[src/rtl/console_pkg.sv]
// Shared constants and drain-FSM encoding for the console TX FIFO.
// Imported by the FIFO top, its storage and its interface.
package console_pkg;

  localparam int CONSOLE_FIFO_DEPTH = 16;
  localparam int CONSOLE_BYTE_W     = 8;
  localparam int UART_REG_W         = 32;

  typedef enum logic {
    IDLE = 1'b0,
    SEND = 1'b1
  } tx_state_e;

endpackage

[src/rtl/console_fifo_mem.sv]
// Byte storage for the console TX FIFO: one write, one read port.
// No reset on the array so it maps onto RAM.
module console_fifo_mem
  import console_pkg::*;
#(
  parameter int DEPTH = CONSOLE_FIFO_DEPTH,
  parameter int AW    = 4
) (
  input  logic                      clk,
  input  logic                      we,
  input  logic [AW-1:0]             waddr,
  input  logic [CONSOLE_BYTE_W-1:0] wdata,
  input  logic [AW-1:0]             raddr,
  output logic [CONSOLE_BYTE_W-1:0] rdata
);

  logic [CONSOLE_BYTE_W-1:0] mem [DEPTH];

  always_ff @(posedge clk) begin
    if (we) mem[waddr] <= wdata;
  end

  assign rdata = mem[raddr];

endmodule

[src/rtl/console_tx_fifo.sv]
// Console TX FIFO: queues CPU bytes and drains them into simpleuart.
// Level counts the in-flight byte until the UART accepts it.
module console_tx_fifo
  import console_pkg::*;
#(
  parameter int DEPTH = CONSOLE_FIFO_DEPTH,
  parameter int AW    = 4
) (
  input  logic                      CLK,
  input  logic                      resetn,
  input  logic                      push_we,
  input  logic [CONSOLE_BYTE_W-1:0] push_data,
  input  logic                      flush,
  output logic                      full,
  output logic                      empty,
  output logic [AW:0]               level,
  output logic                      overflow,
  output logic                      uart_dat_we,
  output logic [UART_REG_W-1:0]     uart_dat_di,
  input  logic                      uart_dat_wait
);

  localparam int PAD_W = UART_REG_W - CONSOLE_BYTE_W;

  tx_state_e                 state_q, state_d;
  logic [AW-1:0]             wr_ptr, rd_ptr;
  logic [CONSOLE_BYTE_W-1:0] head;
  logic                      push_ok, pop;
  logic                      we_d;
  logic [UART_REG_W-1:0]     di_d;

  assign full    = (level == (AW+1)'(DEPTH));
  assign empty   = (level == '0);
  assign push_ok = push_we & ~full & ~flush;

  console_fifo_mem #(
    .DEPTH (DEPTH),
    .AW    (AW)
  ) u_mem (
    .clk   (CLK),
    .we    (push_ok),
    .waddr (wr_ptr),
    .wdata (push_data),
    .raddr (rd_ptr),
    .rdata (head)
  );

  always_comb begin
    state_d = state_q;
    we_d    = uart_dat_we;
    di_d    = uart_dat_di;
    pop     = 1'b0;
    if (flush) begin
      state_d = IDLE;
      we_d    = 1'b0;
    end else begin
      case (state_q)
        IDLE: if (!empty) begin
          state_d = SEND;
          we_d    = 1'b1;
          di_d    = {{PAD_W{1'b0}}, head};
        end
        SEND: if (!uart_dat_wait) begin
          pop     = 1'b1;
          we_d    = 1'b0;
          state_d = IDLE;
        end
        default: state_d = IDLE;
      endcase
    end
  end

  always_ff @(posedge CLK or negedge resetn) begin
    if (!resetn) begin
      state_q     <= IDLE;
      uart_dat_we <= 1'b0;
      uart_dat_di <= '0;
    end else begin
      state_q     <= state_d;
      uart_dat_we <= we_d;
      uart_dat_di <= di_d;
    end
  end

  always_ff @(posedge CLK or negedge resetn) begin
    if (!resetn) begin
      wr_ptr   <= '0;
      rd_ptr   <= '0;
      level    <= '0;
      overflow <= 1'b0;
    end else if (flush) begin
      wr_ptr <= '0;
      rd_ptr <= '0;
      level  <= '0;
    end else begin
      if (push_ok) wr_ptr <= wr_ptr + 1'b1;
      if (pop)     rd_ptr <= rd_ptr + 1'b1;
      case ({push_ok, pop})
        2'b10:   level <= level + 1'b1;
        2'b01:   level <= level - 1'b1;
        default: level <= level;
      endcase
      // a pop on the same cycle never makes room for a push at full
      if (push_we && full) overflow <= 1'b1;
    end
  end

endmodule

[config.mk]
export PLATFORM = sky130hd
export DESIGN_NAME = console_tx_fifo
export DESIGN_NICKNAME = d
export VERILOG_FILES = /design/src/rtl/console_pkg.sv /design/src/rtl/console_fifo_mem.sv /design/src/rtl/console_tx_fifo.sv
export SDC_FILE = /design/constraint.sdc
export NUM_CORES = 1
export LEC_CHECK = 0
export CORE_ASPECT_RATIO = 1.25
export CORE_MARGIN = 10
export CORE_UTILIZATION = 58
export DETAILED_ROUTE_END_ITERATION = 12
export GPL_TIMING_DRIVEN = 0
export PLACE_DENSITY = 0.8
export SLEW_MARGIN = 20
export SYNTH_ARGS = -nofsm -noshare
export SYNTH_HDL_FRONTEND = slang
export SYNTH_SLANG_ARGS = --single-unit
[constraint.sdc]
create_clock -name CLK -period 3.4 [get_ports CLK]
set_input_delay 0.51 -clock CLK [delete_from_list [all_inputs] [get_ports CLK]]
set_output_delay 0.51 -clock CLK [all_outputs]
set_load 0.1 [all_outputs]
==> summary.txt <==
STATUS
-------------------------------------------------------------------------------------
Result of the run                                                           completed

ROUTE
-------------------------------------------------------------------------------------
Routed wire length                                                           13700 um
DRC violation count after routing                                                   0
Detail-routed net length per standard cell                                    23.2 um
Count of routing violations after the opening detailed-route iteration            353
Vias/cell                                                                        5.99
Residual antenna-violating net count after detailed routing                         0
Vias                                                                             3527
Initial DRT Pass Iterations                                                         5

SETUP PATH
-------------------------------------------------------------------------------------
Worst reg2reg path depth                                                            9
Arrival time at the worst endpoint                                            2620 ps
Flop-to-flop setup slack                                                       590 ps
Critical Path Slowest Stage Cell                                         sky130_fd_sc_hd__dlygate4sd2_1
Largest delay share family, worst path                                   buffers and inverters
Worst-path fanout max                                                               8
Required time of the critical path                                            2890 ps
Worst path depth                                                                    4
Classification of the worst setup path                                   register to output port
Worst path cell trace                                                    or4_1 -> buf_4 -> nor2_2 -> dlygate4sd2_1
WP buf/inv                                                                          2
CP Launch Type                                                               register
Critical Path Sink Type                                                   output port
Slowest cell delay on critical path                                            870 ps

FINISH
-------------------------------------------------------------------------------------
Layout cells sized above 1                                                      23.6%
Commonest cells after routing, fill and taps aside                       sky130_fd_sc_hd__edfxtp_1, sky130_fd_sc_hd__mux4_2, sky130_fd_sc_hd__nor2_1, sky130_fd_sc_hd__buf_4, sky130_fd_sc_hd__clkdlybuf4s50_1
Net count of the finished layout                                                  464
Non-Filler Cell Area, Final                                                 7540 um^2
Total inserted antenna cells                                                        0
Layout Cells excl Fill                                                            589
Area grow syn2layout                                                            17.6%
Most common cell after layout, fill and taps aside                       sky130_fd_sc_hd__edfxtp_1
Final standard cell utilization of the core                                     70.4%

CLOCKING
-------------------------------------------------------------------------------------
H-tree Lvls                                                                         4
Clock tree from TritonCTS                                                         yes
TritonCTS sink count                                                              152
Clock latency on the worst-skew pair                                           410 ps
Clock transition at the registers of the reported paths                         60 ps
Cell at the root of the clock tree                                       sky130_fd_sc_hd__clkbuf_16
Inserted Clock Buffers                                                             17
Bufs on Longest Clock Path                                                          2

DIE
-------------------------------------------------------------------------------------
Die Footprint                                                              15700 um^2
Die height                                                                     138 um
Placement row count                                                                42
Initial core utilization                                                        59.9%
Placeable core region                                                      10700 um^2
# IOs                                                                              54
Floorplan die width                                                            114 um

YOSYS
-------------------------------------------------------------------------------------
Leading post-synthesis cells by cell area                                sky130_fd_sc_hd__edfxtp_1, sky130_fd_sc_hd__mux4_2, sky130_fd_sc_hd__dfrtp_1
Count of synthesis-stage warnings from yosys                                        0
Count of cell types in the netlist                                                 46
Post-synth top area share                                                       59.9%
Post-synthesis sequential element count                                           152
Per-instance average area after synthesis                                   17.2 um^2
Sequential element share of the synthesized area                                69.3%
Post-Synthesis Cell Area                                                    6420 um^2
Gate count after technology mapping                                               372
Yosys top cell by area                                                   sky130_fd_sc_hd__edfxtp_1

STA
-------------------------------------------------------------------------------------
Slew HR                                                                         32.3%
Worst hold slack across all endpoints                                         84.7 ps
Minimum period implied by the final worst setup slack                         3130 ps
Setup TNS                                                                        0 ps
Fraction of the cycle the final worst path needs                                92.0%
Final count of hold timing violations                                               0
Final worst setup slack                                                        273 ps
Maximum clock skew at final layout                                            4.28 ps
Final setup violating endpoints                                                     0
Final Max Tran Viols                                                                0
Setup repair after global routing missed its margin                                no
Transition at the pin with the smallest max-transition slack                  1010 ps
Peak Freq                                                                     320 MHz

RUN
-------------------------------------------------------------------------------------
Number of maximum-capacitance constraint violations                                 0

PLACEMENT
-------------------------------------------------------------------------------------
Dpl cell area                                                               6980 um^2
HPWL after DPL                                                                9080 um
Placed Cells                                                                      557
Worst setup timing slack at the placement stage                                218 ps
Buffers on Ports                                                                   29
Routability congestion estimate                                                 0.902

WORST HOLD PATH
-------------------------------------------------------------------------------------
Hold WC Path Type                                                        primary input to async pin

PWR
-------------------------------------------------------------------------------------
Worst IR Drop VDD                                                            0.618 mV
Power Total                                                                   5.01 mW
Leakage Power                                                                 2.63 nW
Cell area power density                                                   664 nW/um^2

GRT
-------------------------------------------------------------------------------------
Maximum number of pins on one net before global-route repair                       25
Global Route Usage Sum                                                          18.3%
Wire length of the first global-routing pass                                 21200 um
Number of antenna violations at the first check in global routing                   0
Total congestion overflow                                                           0
Vias in the first global route                                                   3639

## sequential cells by signal (all words and copies together), names as in the netlist
register / cells
state_q: 1
wr_ptr: 4
uart_dat_we: 1
overflow: 1
rd_ptr: 4
u_mem.mem: 128
uart_dat_di: 8
level: 5
## cell families after synthesis
group / after synthesis / share of synthesized area (%)
other: 1 / 0.0584
muxes: 51 / 14.3
xor gates and xnor gates: 9 / 1.23
and+or+nand+nor: 67 / 4.82
AOI/OAI and AO/OA: 35 / 4.41
DFF: 152 / 69.3
buffers and inverters: 50 / 4.56
adders and majority gates: 7 / 1.36
## what timing repair did
item / CTS / global route
setup endpoints to repair: 1 / 1
hold buffers: 0 / 0
gates resized for setup: 1 / 1
pin swaps: 0 / 0
buffers inserted: 0 / 0
## where the power goes
group	internal (mW)	total [mW]	switching, mW
clock	1.09	1.79	0.694
combinational	0.242	1.04	0.798
sequential	2.10	2.18	0.0795
total	3.44	5.01	1.57
## synthesized netlist by cell type, drive strengths merged
cell     count
nand3        2
a211oi       4
inv          8
mux4        32
a2111oi      2
o21ai        2
a21oi        8
nor4         1
mux2i       17
or4          1
or2          2
o221ai       8
a21o         1
nor2b        2
xnor2        5
nand4        1
and3b        1
edfxtp     128
conb         1
nor3b        1
buf         34
ha           7
o211ai       3
nand2b       3
nand2       17
o32a         1
dfrtp       24
nor4b        1
o221a        1
o41ai        1
clkbuf       8
a31oi        1
xor2         4
nor3         7
o31ai        1
nor2        28
mux2         2
a21boi       1
a22oi        1
## worst paths after layout
check | end | start
max | empty | level[1]
min | state_q | resetn
max reg2reg | level[4] | level[1]
min reg2reg | overflow | overflow
max in group asynchronous | uart_dat_di[4] | resetn
min in group CLK | overflow | overflow
## per-layer routing
| layer | GRT usage (%) | share of wire, % | vias up | routed length, um |
|---|---|---|---|---|
| met5 | 0 | 0 | - | 0 |
| met4 | 7.74 | 2.5 | 0 | 342 |
| met3 | 5.18 | 6.9 | 29 | 939 |
| met2 | 31.5 | 52 | 149 | 7120 |
| met1 | 20.9 | 39 | 1800 | 5280 |
| li1 | - | - | 1549 | - |
## area by class of cell
| type | instances | area [um^2] |
|---|---|---|
| clock buffers | 23 | 458 |
| flip-flops and latches | 152 | 4440 |
| repair buffers | 30 | 294 |
| inverters | 8 | 30.0 |
| plain buffers | 42 | 263 |
| multi-input cells | 193 | 1790 |
| fillers | 691 | 3180 |
| clock inverters | 9 | 103 |
| well taps | 132 | 165 |
Note: power is estimated with default switching activity, not from simulation.
